## config.mk

```make
export PLATFORM = sky130hd
export DESIGN_NAME = memory_arbiter_flat
export DESIGN_NICKNAME = d
export VERILOG_FILES = /design/src/rtl/memory_arbiter_pkg.sv /design/src/rtl/memory_arbiter_if.sv /design/src/rtl/memory_arbiter_picker.sv /design/src/rtl/memory_arbiter.sv /design/src/flat_wrapper.sv
export SDC_FILE = /design/constraint.sdc
export NUM_CORES = 1
export LEC_CHECK = 0
export ABC_AREA = 0
export ABC_CLOCK_PERIOD_IN_PS = 2110
export BUFFER_PORTS_ARGS = -buffer_cell sky130_fd_sc_hd__buf_4
export CORE_ASPECT_RATIO = 0.5
export CORE_MARGIN = 3
export CORE_UTILIZATION = 50
export CTS_BUF_LIST = sky130_fd_sc_hd__clkbuf_4 sky130_fd_sc_hd__clkbuf_8
export DETAILED_ROUTE_END_ITERATION = 6
export PLACE_DENSITY = 0.8
export SETUP_SLACK_MARGIN = 0.2
export SYNTH_ARGS = -nofsm -noshare
export SYNTH_HDL_FRONTEND = slang
export SYNTH_HIERARCHICAL = 1
export SYNTH_SLANG_ARGS = --single-unit
```

## constraint.sdc

```tcl
create_clock -name clk -period 2.11 [get_ports clk]
set_input_delay 0.211 -clock clk [delete_from_list [all_inputs] [get_ports clk]]
set_output_delay 0.211 -clock clk [all_outputs]
set_load 0.005 [all_outputs]
```

## src/rtl/memory_arbiter_pkg.sv

```systemverilog
// Shared types for the memory arbiter: 12-bit word, arbiter state,
// requester identity, controller read-type codes and the tie-break helper.
package memory_arbiter_pkg;

  localparam int WORD_W = 12;

  typedef logic [WORD_W-1:0] word;

  // read_type codes seen by the memory controller.
  localparam logic DATA_READ         = 1'b0;
  localparam logic INSTRUCTION_FETCH = 1'b1;

  typedef enum logic [1:0] {
    IDLE,
    ISSUE,
    WAIT,
    RESP
  } arb_state_t;

  typedef enum logic {
    REQ_IF,
    REQ_DP
  } requester_t;

  // Two-way round-robin choice: a lone requester wins; on a tie the side
  // that was not granted last time wins.
  function automatic requester_t rr_pick(input logic       if_req,
                                         input logic       dp_req,
                                         input requester_t last_grant);
    if (if_req && dp_req) begin
      return (last_grant == REQ_IF) ? REQ_DP : REQ_IF;
    end
    if (if_req) begin
      return REQ_IF;
    end
    return REQ_DP;
  endfunction

endpackage

```

## src/rtl/memory_arbiter_if.sv

```systemverilog
// Pin bundle between the arbiter (master) and the memory controller (slave).
interface memory_pins;
  import memory_arbiter_pkg::*;

  word  address;
  word  write_data;
  logic read_enable;
  logic write_enable;
  word  read_data;
  logic mem_finished;

  modport master (
    output address,
    output write_data,
    output read_enable,
    output write_enable,
    input  read_data,
    input  mem_finished
  );

  modport slave (
    input  address,
    input  write_data,
    input  read_enable,
    input  write_enable,
    output read_data,
    output mem_finished
  );

endinterface

```

## src/rtl/memory_arbiter_picker.sv

```systemverilog
// Round-robin picker for the IF and DP requesters: combinational winner
// selection plus the registered record of who was granted last.
module mem_rr_picker
  import memory_arbiter_pkg::*;
(
  input  logic       clk,
  input  logic       rst_n,
  input  logic       if_req,
  input  logic       dp_req,
  input  logic       grant_en,
  output logic       any_req,
  output requester_t winner
);

  requester_t last_grant;

  // Combinational winner for the current request pair.
  // NOTE: every output is assigned on every path through this block, so no latch is inferred.
  always_comb begin
    any_req = if_req | dp_req;
    winner  = rr_pick(if_req, dp_req, last_grant);
  end

  // Remember the latest grant; after reset DP counts as last, so IF wins the first tie.
  // NOTE: registers are written with <= so every flop updates from pre-edge values.
  always_ff @(posedge clk) begin
    if (!rst_n) begin
      last_grant <= REQ_DP;
    end else if (grant_en) begin
      last_grant <= winner;
    end
  end

endmodule

```

## src/rtl/memory_arbiter.sv

```systemverilog
// Shares one memory-controller port between instruction fetch (IF) and the
// execute-stage data port (DP). A four-state FSM latches the round-robin
// winner, issues a one-cycle strobe, waits for mem_finished (bounded by a
// watchdog) and returns a one-cycle done/err with the read data.
module memory_arbiter
  import memory_arbiter_pkg::*;
#(
  parameter int TIMEOUT = 15,  // WAIT cycles before abort, 4..15
  parameter int HOLDOFF = 3    // idle cycles after reset before the first strobe
)(
  input  logic       clk,
  input  logic       rst_n,

  input  logic       if_req,
  input  word        if_addr,
  output logic       if_done,
  output logic       if_err,

  input  logic       dp_req,
  input  logic       dp_we,
  input  word        dp_addr,
  input  word        dp_wdata,
  output logic       dp_done,
  output logic       dp_err,

  output word        rdata,
  output logic       read_type,

  memory_pins.master pins
);

  localparam logic [3:0] TIMEOUT_CNT = 4'(TIMEOUT);
  localparam logic [3:0] HOLDOFF_CNT = 4'(HOLDOFF);

  arb_state_t state;
  requester_t cur_req;      // requester owning the transaction in flight
  logic       cur_we;       // transaction in flight is a write
  logic [3:0] holdoff_cnt;  // post-reset drain time for the controller
  logic [3:0] watchdog;     // cycles spent in WAIT

  logic       any_req;
  requester_t winner;
  logic       grant;

  // A grant happens only from IDLE once the post-reset holdoff has expired;
  // requests arriving while busy are simply not looked at until then.
  assign grant = (state == IDLE) && (holdoff_cnt == 4'd0) && any_req;

  mem_rr_picker u_picker (
    .clk      (clk),
    .rst_n    (rst_n),
    .if_req   (if_req),
    .dp_req   (dp_req),
    .grant_en (grant),
    .any_req  (any_req),
    .winner   (winner)
  );

  // Arbiter FSM with every output registered; strobes and done pulses default low each cycle.
  always_ff @(posedge clk) begin
    if (!rst_n) begin
      // NOTE: the reset branch lists every register, latched address/data included, so a reset mid-transaction leaves nothing stale on the pins.
      state             <= IDLE;
      cur_req           <= REQ_DP;
      cur_we            <= 1'b0;
      holdoff_cnt       <= HOLDOFF_CNT;
      watchdog          <= 4'd0;
      pins.read_enable  <= 1'b0;
      pins.write_enable <= 1'b0;
      pins.address      <= '0;
      pins.write_data   <= '0;
      read_type         <= DATA_READ;
      rdata             <= '0;
      if_done           <= 1'b0;
      if_err            <= 1'b0;
      dp_done           <= 1'b0;
      dp_err            <= 1'b0;
    end else begin
      pins.read_enable  <= 1'b0;
      pins.write_enable <= 1'b0;
      if_done           <= 1'b0;
      if_err            <= 1'b0;
      dp_done           <= 1'b0;
      dp_err            <= 1'b0;

      unique case (state)
        IDLE: begin
          if (holdoff_cnt != 4'd0) begin
            holdoff_cnt <= holdoff_cnt - 4'd1;
          end else if (any_req) begin
            // Latch the winner and raise its strobe so it is high during ISSUE.
            cur_req <= winner;
            state   <= ISSUE;
            if (winner == REQ_IF) begin
              // Instruction fetch is always a read.
              cur_we           <= 1'b0;
              pins.address     <= if_addr;
              pins.write_data  <= '0;
              read_type        <= INSTRUCTION_FETCH;
              pins.read_enable <= 1'b1;
            end else begin
              cur_we            <= dp_we;
              pins.address      <= dp_addr;
              pins.write_data   <= dp_wdata;
              read_type         <= DATA_READ;
              pins.read_enable  <= ~dp_we;
              pins.write_enable <= dp_we;
            end
          end
        end

        ISSUE: begin
          watchdog <= 4'd0;
          state    <= WAIT;
        end

        WAIT: begin
          // mem_finished takes priority over an abort in the same cycle.
          if (pins.mem_finished) begin
            rdata <= cur_we ? '0 : pins.read_data;
            state <= RESP;
            if (cur_req == REQ_IF) begin
              if_done <= 1'b1;
            end else begin
              dp_done <= 1'b1;
            end
          end else if (watchdog == TIMEOUT_CNT) begin
            rdata <= '0;
            state <= RESP;
            if (cur_req == REQ_IF) begin
              if_done <= 1'b1;
              if_err  <= 1'b1;
            end else begin
              dp_done <= 1'b1;
              dp_err  <= 1'b1;
            end
          end else begin
            watchdog <= watchdog + 4'd1;
          end
        end

        RESP: begin
          // done is high during this cycle; requests are not sampled here.
          state <= IDLE;
        end
      endcase
    end
  end

endmodule

```

## src/flat_wrapper.sv

```systemverilog
// flat-port wrapper written by rule: the top's interface ports become plain ports
module memory_arbiter_flat import memory_arbiter_pkg::*;
#(
  parameter int TIMEOUT = 15,                                    
  parameter int HOLDOFF = 3                                                      
)
  (clk, rst_n, if_req, if_addr, if_done, if_err, dp_req, dp_we, dp_addr, dp_wdata, dp_done, dp_err, rdata, read_type, pins_address, pins_write_data, pins_read_enable, pins_write_enable, pins_read_data, pins_mem_finished);
  memory_pins pins_i ();
  input  logic clk;
  input  logic rst_n;
  input  logic if_req;
  input  word if_addr;
  output logic if_done;
  output logic if_err;
  input  logic dp_req;
  input  logic dp_we;
  input  word dp_addr;
  input  word dp_wdata;
  output logic dp_done;
  output logic dp_err;
  output word rdata;
  output logic read_type;
  output wire logic [$bits(pins_i.address)-1:0] pins_address;
  output wire logic [$bits(pins_i.write_data)-1:0] pins_write_data;
  output wire logic [$bits(pins_i.read_enable)-1:0] pins_read_enable;
  output wire logic [$bits(pins_i.write_enable)-1:0] pins_write_enable;
  input wire logic [$bits(pins_i.read_data)-1:0] pins_read_data;
  input wire logic [$bits(pins_i.mem_finished)-1:0] pins_mem_finished;
  assign pins_address = pins_i.address;
  assign pins_write_data = pins_i.write_data;
  assign pins_read_enable = pins_i.read_enable;
  assign pins_write_enable = pins_i.write_enable;
  assign pins_i.read_data = pins_read_data;
  assign pins_i.mem_finished = pins_mem_finished;
  memory_arbiter #(.TIMEOUT(TIMEOUT), .HOLDOFF(HOLDOFF)) u_core (.clk(clk), .rst_n(rst_n), .if_req(if_req), .if_addr(if_addr), .if_done(if_done), .if_err(if_err), .dp_req(dp_req), .dp_we(dp_we), .dp_addr(dp_addr), .dp_wdata(dp_wdata), .dp_done(dp_done), .dp_err(dp_err), .rdata(rdata), .read_type(read_type), .pins(pins_i));
endmodule
```

======== After elaboration in Yosys (flattened, before gate mapping) ========
Index checks and enable logic that the tools add are counted.
storage, ports and cells
  bits of input ports ..................... 54
  flip-flop bits (word level) ............. 56
cells by class
  muxes and demuxes ....................... 30
  add/subtract/negate cells ............... 2
  equal/unequal tests ..................... 9
  bitwise logic cells ..................... 7
  reductions and logical operators ........ 16
operator list
  kind                 count
  $mux 12              5
  $mux 1               17
  $reduce_and 3->1     3
  $mux 2               4
  $mux 4               2
  $pmux 2 s4           1
  $pmux 4 s2           1
  $ne 2x2->1 const B   3
  $not 1->1            6
  $reduce_and 2->1     3
  $add 4x1->4 const B  1
  $eq 2x2->1 const B   2
  $eq 4x4->1 const B   1
  $logic_not 4->1      1
  $reduce_bool 2->1    2
  $reduce_bool 4->1    1
  $reduce_or 4->1      1
  $sub 4x1->4 const B  1
  $logic_and 1x1->1    3
  $ne 3x2->1 const B   1
  $reduce_or 3->1      1
  $eq 2x1->1 const B   1
  $logic_not 2->1      1
  $ne 2x1->1 const B   1
  $or 1x1->1           1

======== Logic depth before layout (Yosys ltp) ========
  depth after elaboration ................. 6
  gate-level depth with buffers ........... 8
  depth with buffers taken out ............ 6

======== Cells and area by module ========
Netlist, hierarchy kept.
modules (own cells, without submodules)
  module          cells each  seq. area each (um^2)  instances  area each (um^2)
  memory_arbiter  236         1101.1                 1          2341.0
  mem_rr_picker   6           20.0                   1          60.1

======== Worst setup path after synthesis ========
Ideal clock, no wire load.
  path type ............................... reg-to-reg
  start ................................... register u_core.holdoff_cnt[0]
  end ..................................... register u_core.u_picker.last_grant
  stages on the path, launching flop included .. 8
  period minus slack after synthesis ...... 1.514 ns
  arrival ................................. 1.434 ns
  required time ........................... 2.029 ns
  buffers on the path ..................... 1
  setup slack ............................. 0.596 ns
  cell sequence ........................... dfxtp_1 -> inv_1 -> ha_1 -> or3b_4 -> nor2_2 -> buf_4 -> nor3b_1 -> a41oi_1
on the way
  word-level cells in the longest chain between the ends .. 3
ends and longest elaborated chain
  element                         RTL line                     text
  from (decl)                     memory_arbiter.sv:38         logic [3:0] holdoff_cnt;
  from (signal assigned)          memory_arbiter.sv:89         holdoff_cnt <= holdoff_cnt - 4'd1;
  $logic_not 4->1                 memory_arbiter.sv:47         assign grant = (state == IDLE) && (holdoff_cnt == 4'd0) && any_req;
  $logic_and 1x1->1 (2 in a row)  memory_arbiter.sv:47
  via u_core.grant                memory_arbiter.sv:43         logic grant;
  to (signal assigned)            memory_arbiter_picker.sv:30  last_grant <= winner;
  to (decl)                       memory_arbiter_picker.sv:15  requester_t last_grant;
The timed path passes the listed nets, and every way through them passes these cells.
A chain may end at the register's enable or synchronous reset.

======== Worst setup path after layout ========
  start ................................... register u_core.state[0]
  end ..................................... register u_core.pins.write_data[8]
on the way
  word-level cells in the longest chain between the ends .. 2
ends and longest elaborated chain
  element                            RTL line                 text
  from (decl)                        memory_arbiter.sv:35     arb_state_t state;
  from (signal assigned)             memory_arbiter.sv:63     state <= IDLE;
  from (signal assigned)             memory_arbiter.sv:93     state <= ISSUE;
  from (signal assigned)             memory_arbiter.sv:114    state <= WAIT;
  $logic_not 2->1                    memory_arbiter.sv:86     unique case (state)
  $reduce_and 3->1 (no source line)  -
  to (signal assigned)               memory_arbiter.sv:104    pins.write_data <= dp_wdata;
  to (decl)                          memory_arbiter_if.sv:14  output write_data,
No other way between the ends.

==> impl_results.md <==
* Die ar. at around 5700 um2
* CP Class: reg2reg
* CP cell instances: inv_1 > ha_1 > and2_1 > buf_12 > nand4_1 > a21boi_0
* Worst Hold Launch: dp_we
* CP peak stage delay at 0.37 ns
* Proportion of layout cells with a drive suffix above 1 at 0.351
* Slew headroom at 0.669
* H-tree levels at 2
* Global route total overflow at 0
* Syn Nets at just over 300
* Drt via density at roughly 5.5
* Number of max-cap violations at 0
* Area growth syn-to-layout at 36.5%
* Core Region at 4510 um2
* Port Buf Inserts at 96
* HP Class: in2reg
* RSZ-0062 raised after global routing: false
* RR Startpoint: u_core/state[0]
* Setup WS post-layout at roughly 0.34 ns
* Peak VDD IR at ~0.49 mV
* # DRC at 0
* Die width at between 100 and 150 um
* WHS Endpoint: u_core/pins.read_enable
* Clock root cell: clkbuf_8
* Main combinational cell family by area after synthesis: compound AO/OA/AOI/OAI gates
* Num ports at 97
* Critical-path top delay cell: ha_1
* Setup crit start kind: register
* Clk buf depth at 2
* Pre-CTS setup slack at around 0.31 ns
* Setup TNS at 0 ns
* Clock Latency Late Sink at 0.29 ns
* Num CTS Buffers at 5
* ANT cells at 0
* Hold path cells at 2
* Final nets at 394
* Avg Cell Area, Syn at slightly below 10 um2
* CP required at 2.33 ns
* Detailed placement HPWL at approximately 4300 um
* Clock slew seen by the registers of the worst setup and hold paths at 0.09 ns
* Post-Synth XOR/XNOR Area at 0
* Cells after Synth at roughly 240
* CTS tree: done
* Drt first pass iters at 4
* Slew Limit Fails at 0
* Pin slew with the least headroom to its limit at slightly below 0.5 ns
* GPL Wtd Cong at roughly 0.71
* Initial DRC Count at between 80 and 90
* Antenna violations before repair at 0
* CTS sink cnt at 56
* Max Clock Freq at between 500 and 600 MHz
* Pwr Density at around 790 nW/um2
* Post-synthesis sequential area ratio at 0.467
* Post-Synth Simple-Gate Area at 0.166
* Compound-cell area share of the yosys netlist at 0.219
* Hold Fails Final Rpt at 0
* Crit path DAT at 1.99 ns
* CP Max Fanout at 22
* Crit path time final at roughly 1.8 ns
* Synth Area in Adders at 0.0365
* Chip Height at 55 um
* R2R Setup Slk at 0.34 ns
* Status: finished, final reports clean
* Initial core utilization at 0.532
* Post-Syn Area at between 2000 and 2500 um2
* Core Rows at 17
* Yosys reg bits at 56
* End of the worst register-to-register path: u_core/pins.write_data[8]
* Vias in the first global route at 1994
* Largest net degree at the start of global routing at 45
* CP endpoint kind: register
* Final setup viols at 0
* Leakage power at roughly 1.6 nW
* GRT Overall Usage at 0.200
* Antenna-violating nets left at 0
* Global-route wire length before repair at between 9000 and 10000 um
* Via count at 2194
* DRT Wirelength at 5990 um
* Period utilization at 0.838
* Multiplexer share of the synthesized area at 0.0625
* Synth cell types at 39
* Reg2reg path depth at 6
* Yosys warning total at 6
* Clk_skew at roughly 0.0023 ns
* Wirelength per Cell at 15.0 um
## layer usage
metal  track usage  share of wire  up-vias
met2         0.397           0.52       66
met1         0.225           0.42     1043
met4        0.0375         0.0053        0
met5             0              0        -
li1              -              -     1081
met3        0.0603          0.056        4
## flip-flops by register name, indices dropped and copies added (netlist names)
| signal | cells |
|---|---|
| u_core/pins.address | 12 |
| u_core/pins.write_data | 12 |
| u_core/rdata | 12 |
| u_core/holdoff_cnt | 4 |
| u_core/watchdog | 4 |
| u_core/state | 2 |
| u_core/cur_req | 1 |
| u_core/cur_we | 1 |
| u_core/dp_done | 1 |
| u_core/dp_err | 1 |
| u_core/if_done | 1 |
| u_core/if_err | 1 |
| u_core/pins.read_enable | 1 |
| u_core/pins.write_enable | 1 |
| u_core/read_type | 1 |
| u_core/u_picker/last_grant | 1 |
## cells in the final DEF (no fill, tap or decap), drive strengths merged, types with 8 or more instances in the layout
cell type and instances:
buf 103, o211a 13, a21boi 15, o21ai 17, a22o 12, nand3 17, mux2i 15, nand2 8
dfxtp 56, nand4 13
## timing repair
item,in CTS,in global routing
hold endpoints to repair,0,0
gates resized for setup,0,1
hold buffers,0,0
setup endpoints to repair,0,2
setup buffers,0,0
## worst max-delay path, delay by kind of cell (launching register included)
| kind | cells | cell delay [ns] |
|---|---|---|
| buffers and inverters | 2 | 0.31 |
| adders and majority gates | 1 | 0.37 |
| AOI/OAI and AO/OA | 1 | 0.20 |
| DFF | 1 | 0.34 |
| and+or+nand+nor | 2 | 0.47 |
## cell families after synthesis
| logic type | after synthesis |
|---|---|
| simple gates | 67 |
| flops | 56 |
| compound gates | 71 |
| buf+inv | 26 |
| mux | 15 |
| fa+ha+maj | 7 |
## area by class of cell
cell class                 instances  area, um2
inverter                           7       26.3
multi-input combinational        160       1160
sequential                        56       1120
tap                               66       82.6
fill                             336       1230
timing repair buffer             103        786
clock buffer                       7       96.3
## metrics by stage
step	power (mW)	hold slack (ns)	utilization	instance area [um2]	std cells
2_1_floorplan	1.68	0.290	-	2400	242
3_3_place_gp	1.93	0.400	0.705	3180	392
3_5_place_dp	1.98	0.409	0.705	3180	392
4_1_cts	2.58	0.0857	0.726	3270	399
5_1_grt	2.71	0.0841	0.727	3280	399
6_report	2.57	0.0941	0.727	3280	399
## Yosys cell counts
master | instances | area [um2]
nor3b_2 | 1 | 12.5
a21oi_1 | 6 | 30.0
o211a_1 | 13 | 130
a31oi_1 | 1 | 6.26
nor2_1 | 2 | 7.51
nor2_2 | 1 | 6.26
clkbuf_1 | 7 | 26.3
nor4_1 | 1 | 6.26
nand2_1 | 8 | 30.0
a41oi_1 | 1 | 8.76
a22oi_1 | 1 | 7.51
a21boi_1 | 1 | 7.51
nor3_1 | 6 | 30.0
o21a_1 | 1 | 7.51
ha_1 | 7 | 87.6
nor3b_1 | 2 | 15.0
a211o_1 | 1 | 8.76
buf_4 | 2 | 15.0
nand2b_1 | 2 | 12.5
dfxtp_1 | 56 | 1120
nand4bb_1 | 1 | 11.3
nand3_1 | 17 | 85.1
and4b_1 | 2 | 20.0
o21ai_0 | 17 | 85.1
nand2b_4 | 1 | 13.8
o31ai_1 | 2 | 15.0
inv_1 | 7 | 26.3
a21boi_0 | 14 | 105
nor2b_1 | 1 | 6.26
or3b_4 | 1 | 11.3
buf_2 | 10 | 50.1
a31o_2 | 1 | 8.76
or3_1 | 2 | 12.5
and3_1 | 3 | 18.8
and2_1 | 2 | 12.5
nand4_1 | 13 | 81.3
mux2i_1 | 15 | 150
a22o_1 | 12 | 105
or2_2 | 1 | 6.26
## worst max path at each step
stage | from | endpoint
floorplan | u_core/holdoff_cnt[0] | u_core/u_picker/last_grant
global placement | u_core/state[0] | u_core/u_picker/last_grant
detailed placement | u_core/state[0] | u_core/u_picker/last_grant
CTS | u_core/state[0] | u_core/cur_we
global route | u_core/holdoff_cnt[0] | u_core/u_picker/last_grant
finish | u_core/state[0] | u_core/pins.write_data[8]
## where the power goes
part / switching (mW) / internal (mW) / leakage, nW
logic: 0.397 / 0.346 / 1.11
clock network: 0.317 / 0.293 / 0.0503
registers: 0.0685 / 1.15 / 0.453
total: 0.782 / 1.79 / 1.61
Power figures use the tool's default switching activity.
